$ cat src/rtl/sodor_shim_pkg.sv
// Shared types and constants for the dmem latency shim.
// Imported by the shim top and its request FIFO.
package sodor_shim_pkg;

  typedef enum logic [2:0] {
    ST_IDLE  = 3'd0,
    ST_ISSUE = 3'd1,
    ST_WAIT  = 3'd2,
    ST_DELAY = 3'd3,
    ST_RESP  = 3'd4
  } shim_state_e;

  localparam logic DMEM_FCN_RD = 1'b0;
  localparam logic DMEM_FCN_WR = 1'b1;

  localparam logic [31:0] TIMEOUT_DATA = 32'hDEAD_BEEF;

  // Request record layout: {addr, data, fcn}
  function automatic int req_width(input int bus_w);
    return 2 * bus_w + 1;
  endfunction

endpackage

$ cat src/rtl/sodor_req_fifo.sv
// Synchronous request FIFO with show-ahead head and registered full flag.
// Push while full is only honoured together with a pop.
module sodor_req_fifo #(
  parameter int DEPTH = 4,
  parameter int WIDTH = 65
) (
  input  logic                     clk,
  input  logic                     rst,
  input  logic                     push,
  input  logic [WIDTH-1:0]         wr_data,
  input  logic                     pop,
  output logic [WIDTH-1:0]         rd_data,
  output logic                     full,
  output logic                     empty,
  output logic [$clog2(DEPTH):0]   count
);

  localparam int PTR_W = $clog2(DEPTH);
  localparam int CNT_W = PTR_W + 1;

  logic [WIDTH-1:0] mem_q [DEPTH];
  logic [PTR_W-1:0] wr_ptr_q, wr_ptr_d;
  logic [PTR_W-1:0] rd_ptr_q, rd_ptr_d;
  logic [CNT_W-1:0] cnt_q, cnt_d;
  logic             full_q, full_d;
  logic             do_push, do_pop;

  always_comb begin
    do_pop   = pop && (cnt_q != '0);
    do_push  = push && (!full_q || do_pop);
    wr_ptr_d = wr_ptr_q + PTR_W'(do_push);
    rd_ptr_d = rd_ptr_q + PTR_W'(do_pop);
    cnt_d    = cnt_q + CNT_W'(do_push)
             - CNT_W'(do_pop);
    full_d   = (cnt_d == CNT_W'(DEPTH));
  end

  always_ff @(posedge clk) begin
    if (rst) begin
      wr_ptr_q <= '0;
      rd_ptr_q <= '0;
      cnt_q    <= '0;
      full_q   <= 1'b0;
    end else begin
      wr_ptr_q <= wr_ptr_d;
      rd_ptr_q <= rd_ptr_d;
      cnt_q    <= cnt_d;
      full_q   <= full_d;
    end
  end

  always_ff @(posedge clk) begin
    if (do_push) begin
      mem_q[wr_ptr_q] <= wr_data;
    end
  end

  assign rd_data = mem_q[rd_ptr_q];
  assign full    = full_q;
  assign empty   = (cnt_q == '0);
  assign count   = cnt_q;

endmodule

$ cat src/rtl/sodor_dmem_latency_shim.sv
// Dmem latency shim: queues core requests, issues one at a time,
// and delays each memory response; sticky watchdog on silent memory.
`ifndef SIZE_OF_THE_BUS
`define SIZE_OF_THE_BUS 32
`endif

module sodor_dmem_latency_shim
  import sodor_shim_pkg::*;
#(
  parameter int BUS_W      = `SIZE_OF_THE_BUS,
  parameter int FIFO_DEPTH = 4,
  parameter int LATENCY    = 2,
  parameter int TIMEOUT    = 64
) (
  input  logic             clk,
  input  logic             rst,
  input  logic             core_req_valid,
  output logic             core_req_ready,
  input  logic [BUS_W-1:0] core_req_addr,
  input  logic [BUS_W-1:0] core_req_data,
  input  logic             core_req_fcn,
  output logic             core_resp_valid,
  output logic [BUS_W-1:0] core_resp_data,
  output logic             mem_req_valid,
  output logic [BUS_W-1:0] mem_req_addr,
  output logic [BUS_W-1:0] mem_req_data,
  output logic             mem_req_write_en,
  input  logic             mem_resp_valid,
  input  logic [BUS_W-1:0] mem_resp_data,
  output logic             err_timeout
);

  localparam int REQ_W = req_width(BUS_W);
  localparam int CNT_W = $clog2(FIFO_DEPTH) + 1;
  localparam int WD_W  = $clog2(TIMEOUT + 1);
  localparam int DLY_W = $clog2(LATENCY + 2);

  shim_state_e      state_q, state_d;
  logic [REQ_W-1:0] issue_q, issue_d;
  logic [WD_W-1:0]  wd_q, wd_d;
  logic [DLY_W-1:0] dly_q, dly_d;
  logic [BUS_W-1:0] cap_q, cap_d;
  logic             err_q, err_d;

  logic             mreq_valid_q;
  logic [BUS_W-1:0] mreq_addr_q;
  logic [BUS_W-1:0] mreq_data_q;
  logic             mreq_we_q;
  logic             cresp_valid_q;
  logic [BUS_W-1:0] cresp_data_q;

  logic             fifo_push, fifo_pop;
  logic             fifo_full, fifo_empty;
  logic [REQ_W-1:0] fifo_head;
  logic [CNT_W-1:0] fifo_count;
  logic             unused_fifo_count;
  logic             issuing;

  assign core_req_ready    = !fifo_full;
  assign fifo_push         = core_req_valid
                           && core_req_ready;
  assign unused_fifo_count = ^fifo_count;

  sodor_req_fifo #(
    .DEPTH (FIFO_DEPTH),
    .WIDTH (REQ_W)
  ) u_fifo (
    .clk     (clk),
    .rst     (rst),
    .push    (fifo_push),
    .wr_data ({core_req_addr,
               core_req_data,
               core_req_fcn}),
    .pop     (fifo_pop),
    .rd_data (fifo_head),
    .full    (fifo_full),
    .empty   (fifo_empty),
    .count   (fifo_count)
  );

  always_comb begin
    state_d  = state_q;
    issue_d  = issue_q;
    wd_d     = wd_q;
    dly_d    = dly_q;
    cap_d    = cap_q;
    err_d    = err_q;
    fifo_pop = 1'b0;
    unique case (state_q)
      ST_IDLE: begin
        if (!fifo_empty) begin
          fifo_pop = 1'b1;
          issue_d  = fifo_head;
          state_d  = ST_ISSUE;
        end
      end
      ST_ISSUE: begin
        wd_d    = '0;
        state_d = ST_WAIT;
      end
      ST_WAIT: begin
        wd_d = wd_q + 1'b1;
        // A response landing on the last watchdog cycle still wins
        if (mem_resp_valid) begin
          cap_d = (issue_q[0] != DMEM_FCN_RD)
                ? '0 : mem_resp_data;
          dly_d   = DLY_W'(LATENCY);
          state_d = (LATENCY == 1)
                  ? ST_RESP : ST_DELAY;
        end else if (wd_q == WD_W'(TIMEOUT - 1)) begin
          err_d   = 1'b1;
          cap_d   = BUS_W'(TIMEOUT_DATA);
          dly_d   = DLY_W'(LATENCY);
          state_d = (LATENCY == 1)
                  ? ST_RESP : ST_DELAY;
        end
      end
      ST_DELAY: begin
        dly_d = dly_q - 1'b1;
        if (dly_q <= DLY_W'(2)) begin
          state_d = ST_RESP;
        end
      end
      ST_RESP: begin
        state_d = ST_IDLE;
      end
      default: begin
        state_d = ST_IDLE;
      end
    endcase
  end

  assign issuing = (state_d == ST_ISSUE);

  always_ff @(posedge clk) begin
    if (rst) begin
      state_q       <= ST_IDLE;
      issue_q       <= '0;
      wd_q          <= '0;
      dly_q         <= '0;
      cap_q         <= '0;
      err_q         <= 1'b0;
      mreq_valid_q  <= 1'b0;
      mreq_addr_q   <= '0;
      mreq_data_q   <= '0;
      mreq_we_q     <= 1'b0;
      cresp_valid_q <= 1'b0;
      cresp_data_q  <= '0;
    end else begin
      state_q       <= state_d;
      issue_q       <= issue_d;
      wd_q          <= wd_d;
      dly_q         <= dly_d;
      cap_q         <= cap_d;
      err_q         <= err_d;
      mreq_valid_q  <= issuing;
      mreq_addr_q   <= issuing
                     ? issue_d[REQ_W-1 -: BUS_W]
                     : '0;
      mreq_data_q   <= issuing
                     ? issue_d[BUS_W:1] : '0;
      mreq_we_q     <= issuing
                     && (issue_d[0] == DMEM_FCN_WR);
      cresp_valid_q <= (state_d == ST_RESP);
      cresp_data_q  <= (state_d == ST_RESP)
                     ? cap_d : '0;
    end
  end

  assign mem_req_valid    = mreq_valid_q;
  assign mem_req_addr     = mreq_addr_q;
  assign mem_req_data     = mreq_data_q;
  assign mem_req_write_en = mreq_we_q;
  assign core_resp_valid  = cresp_valid_q;
  assign core_resp_data   = cresp_data_q;
  assign err_timeout      = err_q;

endmodule
$ cat config.mk
export PLATFORM = sky130hd
export DESIGN_NAME = sodor_dmem_latency_shim
export DESIGN_NICKNAME = d
export VERILOG_FILES = /design/src/rtl/sodor_shim_pkg.sv /design/src/rtl/sodor_req_fifo.sv /design/src/rtl/sodor_dmem_latency_shim.sv
export SDC_FILE = /design/constraint.sdc
export NUM_CORES = 1
export LEC_CHECK = 0
export CAP_MARGIN = 20
export CORE_MARGIN = 4
export CORE_UTILIZATION = 50
export CTS_CLUSTER_SIZE = 8
export DETAILED_ROUTE_END_ITERATION = 16
export PLACE_DENSITY = 0.71
export SLEW_MARGIN = 5
export SYNTH_ARGS = -nofsm -noshare
export SYNTH_HDL_FRONTEND = slang
export SYNTH_SLANG_ARGS = --single-unit
$ cat constraint.sdc
create_clock -name clk -period 7.5 [get_ports clk]
set_input_delay 0.75 -clock clk [delete_from_list [all_inputs] [get_ports clk]]
set_output_delay 0.75 -clock clk [all_outputs]
set_load 0.02 [all_outputs]
==> results.json, run 1 <==
{
  "multiInputGateArea_um2": 3530,
  "worst_setup_skew_after_layout_ns": 0.0214,
  "postCtsResizedCells": 0,
  "timing_worst_setup_path_type": "in2reg",
  "dr.first_iter.drc_count": 490,
  "cts-hold-fix-buffers": 0,
  "timing.max_slew.rel_slack": 0.296,
  "post-synth-top-area-cell": "sky130_fd_sc_hd__edfxtp_1",
  "synth.ff_latch_count": 413,
  "setup_ws_ns": 4.77,
  "netlist_area_um2": 14800,
  "dp_worst_setup_slack_ns": 4.20,
  "die-width_um": 180,
  "crit_path_start": "core_req_valid",
  "crit_end": "u_fifo.mem_q[0][56]",
  "ys.flop_type": "sky130_fd_sc_hd__edfxtp_1",
  "grt_first_pass_wirelength_mm": 46.5,
  "slew_violations": 0,
  "routed_wirelength_mm": 29.2,
  "worst_hold_path_type": "reg2reg",
  "routedWlPerCell_um": 19.2,
  "first_pass_detailed_route_iteration_total": 4,
  "dpl.hpwl_mm": 16.9,
  "synth_top_area_share": 0.528,
  "rr_worst_depth": 8,
  "drc": 0,
  "worst_setup_path_end_kind": "flip-flop",
  "worst_ep_arrival_time_ns": 2.90,
  "yosys-top-cells-area": "sky130_fd_sc_hd__edfxtp_1, sky130_fd_sc_hd__dfxtp_1, sky130_fd_sc_hd__mux4_2",
  "clk_pin_slew_worst_paths_ns": 0.05,
  "route.vias.total": 8006,
  "final_hold_viol_count": 0,
  "timing.fmax_ghz": 0.367,
  "final-setup-viol-count": 0,
  "post-cts-setup-buffer-count": 0,
  "via_count_of_the_first_global_routing_pass": 8342,
  "antenna_left": 0,
  "ys_async_sr_fraction": 0,
  "cp.buffers_inverters": 2,
  "syn_avg_cell_area_um2": 16.8,
  "final.hold.worst_slack_ns": 0.440,
  "io_buffers": 201,
  "htree_num_levels": 2,
  "min_period_ns": 2.73,
  "cts_max_path_buffers": 3,
  "critical_path.cell_chain": "clkdlybuf4s50_1 > nor2b_1 > nor3b_2 > buf_4",
  "max_slew.worst_pin.slew_ns": 1.06,
  "synth_cell_type_count": 54,
  "num_rows": 62,
  "max-cap-violations": 0,
  "startpoint_type": "primary input",
  "share_of_cells_above_drive_strength_1": 0.145,
  "finalPower_mw": 6.43,
  "syn2layout_area_growth_pct": 26.9,
  "core_region_area_um2": 28900,
  "cp_slowest_stage_delay_ns": 0.77,
  "outcome": "finished clean",
  "critical_path_rt_ns": 7.67,
  "place_congestion": 0.753,
  "synth_enable_flop_cells": 260,
  "kind_of_cell_with_the_highest_combined_delay_on_the_critical_path": "buffers and inverters",
  "power_density_nw_per_um2": 343,
  "grt_start_max_net_pins": 68,
  "root_buffer": "sky130_fd_sc_hd__clkbuf_16",
  "clock_latency_ns": 0.57,
  "final-seq-area_um2": 10900,
  "vias_per_cell": 5.27,
  "io_pins": 202,
  "rsz0062_at_grt": "false",
  "number_of_buffers_created_by_cts": 57,
  "tritoncts": "built",
  "sequential_to_total_area_share_from_yosys_stat": 0.735,
  "r2r_end": "u_fifo.full",
  "fp.dieArea_um2": 32400,
  "die_height_um": 180,
  "post_synth_inst_count": 881,
  "worstSetupPathDepth": 4,
  "final.period_utilization": 0.364,
  "critical_path.reg2reg.startpoint": "state_q[0]",
  "crit_path_top_delay_cell": "sky130_fd_sc_hd__buf_4",
  "filler_cell_count": 2027,
  "cellLeakagePower_nw": 6.21,
  "clock_net_sink_count": 413,
  "timing.setup.tns_ns": 0,
  "peak_supply_drop_uv": 246,
  "synth_fp_nets": 989,
  "worst-r2r-setup-slack_ns": 4.90,
  "gr-usage-all-layers": 0.178,
  "fin_nets": 1202,
  "yosys_warnings": 0,
  "grt_antenna_before_repair": 4,
  "floorplan.initialDensity": 0.511,
  "total_congestion_overflow": 0,
  "peak_fanout_along_the_critical_path": 61
}
## tightest hold or removal path: cells and delay by family, from the launching register on
family / cells / cell delay, ns
flops: 1 / 0.30
simple gates: 1 / 0.04
buf+inv: 1 / 0.06
## registers in the layout, summed over array words and instances (netlist names)
name	count
err_timeout	1
u_fifo.full	1
wd_q	7
u_fifo.wr_ptr_q	2
cap_q	32
mem_req_data	32
u_fifo.count	3
core_resp_valid	1
u_fifo.rd_ptr_q	2
core_resp_data	32
mem_req_addr	32
u_fifo.mem_q	260
mem_req_valid	1
dly_q	2
issue_q	1
mem_req_write_en	1
state_q	3
## metal layers
| layer | wire length (um) | vias up | global-route usage |
|---|---|---|---|
| met3 | 2200 | 50 | 0.0580 |
| met4 | 471 | 8 | 0.0408 |
| li1 | - | 3745 | - |
| met2 | 14300 | 234 | 0.291 |
| met1 | 12200 | 3969 | 0.236 |
| met5 | 67 | - | 0 |
## placed cells by master (no fill, tap or decap), types with 3 or more instances in the layout
| cell type | netlist | final |
|---|---|---|
| sky130_fd_sc_hd__clkdlybuf4s50_1 | 0 | 200 |
| sky130_fd_sc_hd__ha_1 | 6 | 6 |
| sky130_fd_sc_hd__nor2_1 | 57 | 55 |
| sky130_fd_sc_hd__clkbuf_1 | 26 | 38 |
| sky130_fd_sc_hd__a21oi_1 | 46 | 46 |
| sky130_fd_sc_hd__buf_4 | 9 | 9 |
| sky130_fd_sc_hd__nor2b_1 | 17 | 17 |
| sky130_fd_sc_hd__mux4_2 | 65 | 65 |
| sky130_fd_sc_hd__a2111oi_2 | 10 | 10 |
| sky130_fd_sc_hd__and3b_1 | 9 | 9 |
| sky130_fd_sc_hd__a31o_2 | 3 | 3 |
| sky130_fd_sc_hd__inv_1 | 33 | 33 |
| sky130_fd_sc_hd__nand2b_1 | 8 | 8 |
| sky130_fd_sc_hd__nand3_1 | 5 | 5 |
| sky130_fd_sc_hd__a2111oi_0 | 10 | 10 |
| sky130_fd_sc_hd__mux2i_1 | 8 | 8 |
| sky130_fd_sc_hd__a2111oi_1 | 4 | 4 |
| sky130_fd_sc_hd__and2_1 | 67 | 67 |
| sky130_fd_sc_hd__o21ai_0 | 14 | 14 |
| sky130_fd_sc_hd__xnor2_1 | 4 | 4 |
| sky130_fd_sc_hd__clkbuf_16 | 0 | 57 |
| sky130_fd_sc_hd__nand2_1 | 6 | 6 |
| sky130_fd_sc_hd__dfxtp_1 | 153 | 151 |
| sky130_fd_sc_hd__edfxtp_1 | 260 | 260 |
## through the flow
step | utilization | cells | cell area (um2)
floorplan | - | 881 | 14800
global placement | 0.591 | 1417 | 17100
detailed placement | 0.592 | 1419 | 17100
CTS | 0.648 | 1517 | 18800
global route | 0.648 | 1517 | 18800
finish | 0.648 | 1519 | 18800
## synth_stat cells, types with 9 or more instances
library cell	count
sky130_fd_sc_hd__a2111oi_0	10
sky130_fd_sc_hd__nor2_1	57
sky130_fd_sc_hd__inv_1	33
sky130_fd_sc_hd__a21oi_1	46
sky130_fd_sc_hd__nor2b_1	17
sky130_fd_sc_hd__o21ai_0	14
sky130_fd_sc_hd__dfxtp_1	153
sky130_fd_sc_hd__edfxtp_1	260
sky130_fd_sc_hd__a2111oi_2	10
sky130_fd_sc_hd__and3b_1	9
sky130_fd_sc_hd__clkbuf_1	26
sky130_fd_sc_hd__buf_2	21
sky130_fd_sc_hd__buf_4	9
sky130_fd_sc_hd__and2_1	67
sky130_fd_sc_hd__mux4_2	65
## how the worst min path moves through the flow
| stage | startpoint | end | slack (ns) | cells after the start |
|---|---|---|---|---|
| detailed placement | cap_q[23] | core_resp_data[23] | 0.44 | 2 |
| CTS | cap_q[23] | core_resp_data[23] | 0.44 | 2 |
| global route | cap_q[19] | core_resp_data[19] | 0.47 | 2 |
| floorplan | cap_q[10] | core_resp_data[10] | 0.43 | 2 |
| global placement | cap_q[23] | core_resp_data[23] | 0.44 | 2 |
| finish | cap_q[23] | core_resp_data[23] | 0.44 | 2 |
## power by group
group          total [mW]  leakage [nW]  switching [mW]  internal, mW
sequential           2.88          3.63           0.184          2.69
clock                2.29         0.773           0.878          1.41
combinational        1.26          1.80           0.619         0.645
total                6.43          6.21            1.68          4.75
## cells by family (layout without fill, tap and decap cells)
group,count (synthesis),count (layout),share of synthesized area
other,0,2,0
AO/OA/AOI/OAI,100,100,0.0477
AND/OR/NAND/NOR,192,192,0.0755
buffers and inverters,91,343,0.0273
flip-flops,413,413,0.735
multiplexers,74,74,0.105
XOR/XNOR,4,4,0.00237
adder cells (fa/ha/maj),7,7,0.00643
## cell type report
class	count	share of cell area
tap	384	0.0256
antenna	2	0.000267
sequential	413	0.580
inverter	33	0.00660
multi-input combinational	377	0.188
clock inverter	2	0.00247
timing repair buffer	212	0.112
clock buffer	96	0.0844
Note: power is estimated with default switching activity, not from simulation.
==> inputs of run 2 (changes only) <==
--- a/config.mk
+++ b/config.mk
@@ -7,7 +7,7 @@
 export LEC_CHECK = 0
 export CAP_MARGIN = 20
 export CORE_MARGIN = 4
-export CORE_UTILIZATION = 50
+export CORE_UTILIZATION = 48
 export CTS_CLUSTER_SIZE = 8
 export DETAILED_ROUTE_END_ITERATION = 16
 export PLACE_DENSITY = 0.71
==> constraint.sdc (replaced) <==
create_clock -name clk -period 2.3 [get_ports clk]
set_input_delay 0.23 -clock clk [delete_from_list [all_inputs] [get_ports clk]]
set_output_delay 0.23 -clock clk [all_outputs]
set_load 0.02 [all_outputs]
==> run 2 against run 1 <==
Compared with the run above:
- sequential cell count stayed put
- combinational power grew to 3.6 times the previous value
- power grew to 3.3 times the previous value
- sequential power grew to 3.2 times the previous value
- clock skew is 0.010 ns higher
- routed wire length is 0.58% higher
==> results.json, run 2 (synthesized netlist as in run 1, its figures left out) <==
{
  "outcome": "finished clean",
  "clock_latency_ns": 0.56,
  "postCtsResizedCells": 0,
  "dp_worst_setup_slack_ns": 0.123,
  "power.share.clock": 0.356,
  "max_slew.worst_pin.slew_ns": 0.534,
  "crit_path_top_delay_cell": "sky130_fd_sc_hd__fa_1",
  "worst_setup_path_end_kind": "flip-flop",
  "p_sw_mw": 5.53,
  "setup_ws_ns": 0.132,
  "final.hold.worst_slack_ns": 0.144,
  "first_pass_detailed_route_iteration_total": 6,
  "post-cts-setup-buffer-count": 0,
  "grt_first_pass_wirelength_mm": 46.5,
  "cts-hold-fix-buffers": 0,
  "peak_supply_drop_uv": 606,
  "gr-usage-all-layers": 0.175,
  "number_of_buffers_created_by_cts": 57,
  "peak_fanout_along_the_critical_path": 3,
  "worst_setup_skew_after_layout_ns": 0.0318,
  "finalPower_mw": 21.3,
  "cp_slowest_stage_delay_ns": 0.44,
  "die_height_um": 183,
  "post_layout_nonfiller_instances": 1545,
  "fp.dieArea_um2": 33700,
  "vias_per_cell": 5.23,
  "total_congestion_overflow": 0,
  "final_hold_viol_count": 0,
  "worst_hold_path_type": "in2reg",
  "routedWlPerCell_um": 19.0,
  "floorplan.initialDensity": 0.492,
  "min_period_ns": 2.17,
  "routed_wirelength_mm": 29.3,
  "switching_share": 0.259,
  "rsz0062_at_grt": "false",
  "final_common_cell": "sky130_fd_sc_hd__edfxtp_1",
  "largest_register": "u_fifo.mem_q",
  "final-setup-viol-count": 0,
  "share_of_cells_above_drive_strength_1": 0.160,
  "core_region_area_um2": 30000,
  "layout_common_cells": "sky130_fd_sc_hd__edfxtp_1, sky130_fd_sc_hd__clkdlybuf4s50_1, sky130_fd_sc_hd__dfxtp_1",
  "grt_start_max_net_pins": 55,
  "power.internal_mw": 15.8,
  "cts_max_path_buffers": 3,
  "tritoncts": "built",
  "num_rows": 63,
  "htree_num_levels": 2,
  "grt_antenna_before_repair": 6,
  "timing.max_slew.rel_slack": 0.644,
  "timing.critical_path.mode_cell": "sky130_fd_sc_hd__ha_1",
  "clk_pin_slew_worst_paths_ns": 0.05,
  "critical_path.cell_chain": "or3_4 > nor2_1 > ha_1 > inv_1 > ha_1 > fa_1 > nor4_1",
  "antenna_left": 0,
  "route.vias.total": 8076,
  "slew_violations": 0,
  "timing_worst_setup_path_type": "reg2reg",
  "largest_register_ffs": 260,
  "max-cap-violations": 0,
  "io_pins": 202,
  "fin_nets": 1220,
  "cellLeakagePower_nw": 6.36,
  "root_buffer": "sky130_fd_sc_hd__clkbuf_16",
  "timing.fmax_ghz": 0.461,
  "drc": 0,
  "io_buffers": 201,
  "place_congestion": 0.711,
  "critical_path_rt_ns": 2.74,
  "power.share.combinational": 0.212,
  "cell_count_after_placement": 1443,
  "dpl.hpwl_mm": 18.1,
  "syn2layout_area_growth_pct": 29.3,
  "startpoint_type": "flip-flop",
  "via_count_of_the_first_global_routing_pass": 8404,
  "final.period_utilization": 0.943,
  "die-width_um": 183,
  "sequentialPowerShare": 0.433,
  "worst_ep_arrival_time_ns": 2.60,
  "clock_net_sink_count": 413,
  "dr.first_iter.drc_count": 529,
  "power_density_nw_per_um2": 1120
}
## run 2: critical path, delay by kind of cell, from the launching register on
kind	cells	cell delay [ns]
adders and majority gates	3	0.86
buffers and inverters	1	0.05
DFF	1	0.30
and+or+nand+nor	3	0.84
## run 2: worst paths after layout
| kind | cells after the start | slack, ns | from | endpoint |
|---|---|---|---|---|
| worst max-delay path | 7 | 0.13 | state_q[1] | u_fifo.full |
| worst min-delay path | 2 | 0.14 | rst | u_fifo.rd_ptr_q[1] |
| worst max register to register | 7 | 0.13 | state_q[1] | u_fifo.full |
| worst min register to register | 2 | 0.45 | cap_q[6] | core_resp_data[6] |
## run 2: stage by stage
stage / TNS (ns) / utilization / area [um2]
after floorplan: -65.39 / - / 14800
after detailed placement: 0 / 0.581 / 17400
after CTS: 0 / 0.636 / 19100
after global placement: 0 / 0.581 / 17400
after global routing: 0 / 0.636 / 19100
final: 0 / 0.637 / 19100
## run 2: routing by layer
layer	share of wire	vias to the layer above	global-route usage
met5	0.0021	-	0
met4	0.016	10	0.0447
met3	0.074	49	0.0507
met2	0.48	235	0.281
met1	0.42	3993	0.237
li1	-	3789	-
## run 2: area by class of cell
| type | instances | area, um2 |
|---|---|---|
| Clock inverter | 2 | 50.0 |
| Sequential cell | 413 | 10900 |
| Inverter | 33 | 124 |
| Tap cell | 390 | 488 |
| Multi-Input combinational cell | 377 | 3550 |
| Antenna cell | 1 | 2.50 |
| Clock buffer | 99 | 1620 |
| Timing Repair Buffer | 230 | 2410 |
| Fill cell | 2112 | 10900 |
## run 2: power groups by stage
stage,Combinational (mW),Clock [mW],Sequential [mW]
detailed placement,4.57,0,9.36
global route,4.91,8.11,9.31
floorplan,2.53,0,9.61
CTS,4.61,7.77,9.24
global placement,4.53,0,9.33
finish,4.52,7.58,9.22
==> inputs of run 3 (changes only) <==
--- a/config.mk
+++ b/config.mk
@@ -10,7 +10,7 @@
 export CORE_UTILIZATION = 48
 export CTS_CLUSTER_SIZE = 8
 export DETAILED_ROUTE_END_ITERATION = 16
-export PLACE_DENSITY = 0.71
+export PLACE_DENSITY = 0.84
 export SLEW_MARGIN = 5
 export SYNTH_ARGS = -nofsm -noshare
 export SYNTH_HDL_FRONTEND = slang
==> run 3 against run 2 <==
Compared with the run above:
- clock power is 0.7% lower
- first-iteration DRC count decreased by 12%
- cell count fell by 0.26%
- non-clock buffer count up 3
- power about the same
- clock-buffer cell count down 6
- clock skew shrank 0.016 ns
- combinational power about the same
- sequential share of layout area increased by 0.11 points
- via count grew 2.7%
- hold slack got worse by 0.089 ns
- sequential power about the same
==> results.json, run 3 (synthesized netlist as in run 1, its figures left out) <==
{
  "via_count_of_the_first_global_routing_pass": 8768,
  "worst-r2r-setup-slack_ns": 0.20,
  "peak_supply_drop_uv": 833,
  "power_density_nw_per_um2": 1120,
  "switching_share": 0.263,
  "clock_net_sink_count": 413,
  "power.internal_mw": 15.7,
  "critical_path_rt_ns": 2.68,
  "routed_wirelength_mm": 31.8,
  "timing_worst_setup_path_type": "reg2reg",
  "power.share.combinational": 0.213,
  "whs_path_depth": 2,
  "die_height_um": 183,
  "io_buffers": 201,
  "routedWlPerCell_um": 20.6,
  "slew_violations": 0,
  "filler_cell_count": 2033,
  "peak_fanout_along_the_critical_path": 18,
  "final-seq-area_um2": 10900,
  "final.period_utilization": 0.914,
  "place_congestion": 0.738,
  "root_buffer": "sky130_fd_sc_hd__clkbuf_16",
  "final_common_cell": "sky130_fd_sc_hd__edfxtp_1",
  "grt_antenna_before_repair": 2,
  "grt_start_max_net_pins": 51,
  "largest_register": "u_fifo.mem_q",
  "antenna_left": 0,
  "worst_hold_path_type": "in2reg",
  "vias_per_cell": 5.38,
  "tritoncts": "built",
  "multiInputGateArea_um2": 3550,
  "outcome": "finished clean",
  "max-cap-violations": 0,
  "max_slew.worst_pin.slew_ns": 0.816,
  "rsz0062_at_grt": "false",
  "timing.max_slew.rel_slack": 0.456,
  "drc": 0,
  "total_congestion_overflow": 0,
  "dr.first_iter.drc_count": 466,
  "critical_path.reg2reg.startpoint": "wd_q[0]",
  "n_antenna_cell": 0,
  "timing.setup.tns_ns": 0,
  "cellLeakagePower_nw": 6.36,
  "htree_num_levels": 2,
  "clock_latency_ns": 0.56,
  "worst_setup_skew_after_layout_ns": 0.0154,
  "dpl.hpwl_mm": 19.6,
  "worst_ep_arrival_time_ns": 2.49,
  "largest_register_ffs": 260,
  "floorplan.initialDensity": 0.492,
  "startpoint_type": "flip-flop",
  "final-setup-viol-count": 0,
  "r2r_end": "cap_q[9]",
  "fp.dieArea_um2": 33700,
  "core_region_area_um2": 30000,
  "holdPathEnd": "u_fifo.count[1]",
  "gr-usage-all-layers": 0.188,
  "final_hold_viol_count": 0,
  "number_of_buffers_created_by_cts": 57,
  "min_period_ns": 2.10,
  "clk_pin_slew_worst_paths_ns": 0.05,
  "num_rows": 63,
  "sequentialPowerShare": 0.434,
  "io_pins": 202,
  "rr_worst_depth": 5,
  "first_pass_detailed_route_iteration_total": 4,
  "share_of_cells_above_drive_strength_1": 0.164,
  "die-width_um": 183,
  "cts_max_path_buffers": 3,
  "route.vias.total": 8293,
  "layout_common_cells": "sky130_fd_sc_hd__edfxtp_1, sky130_fd_sc_hd__clkdlybuf4s50_1, sky130_fd_sc_hd__dfxtp_1",
  "worst_setup_path_end_kind": "flip-flop",
  "finalPower_mw": 21.3,
  "post-cts-setup-buffer-count": 0,
  "power.share.clock": 0.353,
  "grt_first_pass_wirelength_mm": 49.8,
  "fin_nets": 1223,
  "worstHoldStart": "rst",
  "timing.fmax_ghz": 0.476,
  "syn2layout_area_growth_pct": 29.1,
  "p_sw_mw": 5.62
}
## run 3: metrics by stage
step	util	setup WS [ns]	hold slack, ns	std cells	cell area, um2
2_1_floorplan	-	-0.354	0.329	881	14800
3_3_place_gp	0.580	0.144	0.437	1445	17400
3_5_place_dp	0.581	0.196	0.441	1446	17400
4_1_cts	0.635	0.193	0.0143	1541	19100
5_1_grt	0.635	0.0646	0.0495	1541	19100
6_report	0.635	0.199	0.0544	1541	19100
## run 3: layer usage
| metal | vias to the layer above | track usage | routed length [um] |
|---|---|---|---|
| met2 | 309 | 0.321 | 16100 |
| li1 | 3773 | - | - |
| met5 | - | 0 | 24 |
| met1 | 4157 | 0.245 | 12700 |
| met4 | 4 | 0.0423 | 492 |
| met3 | 50 | 0.0493 | 2520 |
## run 3: worst max path at each step
| stage | start | endpoint | slack (ns) | depth (start not counted) |
|---|---|---|---|---|
| 2_1_floorplan | u_fifo.full | u_fifo.mem_q[2][0] | -0.35 | 3 |
| 3_3_place_gp | wd_q[0] | cap_q[16] | 0.14 | 4 |
| 4_1_cts | state_q[1] | u_fifo.full | 0.19 | 7 |
| 5_1_grt | state_q[1] | u_fifo.full | 0.06 | 7 |
| 3_5_place_dp | state_q[1] | u_fifo.full | 0.20 | 7 |
| 6_report | wd_q[0] | cap_q[9] | 0.20 | 5 |
## run 3: final cells by class
cell class / count / area share
clock buffers: 93 / 0.0835
clock inverters: 2 / 0.00203
inverters: 33 / 0.00649
multi-input cells: 377 / 0.186
flip-flops and latches: 413 / 0.570
well taps: 390 / 0.0256
repair buffers: 233 / 0.126
## run 3: repair_timing
item	CTS	global route
gates resized for setup	0	1
endpoints found under the setup margin	0	1
hold buffers	0	0
## run 3: power by group through the flow
| stage | Sequential, mW | Clock, mW | Combinational [mW] |
|---|---|---|---|
| after global routing | 9.33 | 8.03 | 4.93 |
| after global placement | 9.35 | 0 | 4.44 |
| final | 9.25 | 7.53 | 4.55 |
| after detailed placement | 9.38 | 0 | 4.53 |
| after CTS | 9.27 | 7.68 | 4.59 |
| after floorplan | 9.61 | 0 | 2.53 |
## run 3: worst max-delay path: stages, from the launching register on
cell	delay [ns]
sky130_fd_sc_hd__dfxtp_1	0.41
sky130_fd_sc_hd__ha_1	0.27
sky130_fd_sc_hd__nor2b_1	0.28
sky130_fd_sc_hd__a21oi_2	0.21
sky130_fd_sc_hd__buf_8	0.21
sky130_fd_sc_hd__a2111oi_0	0.55
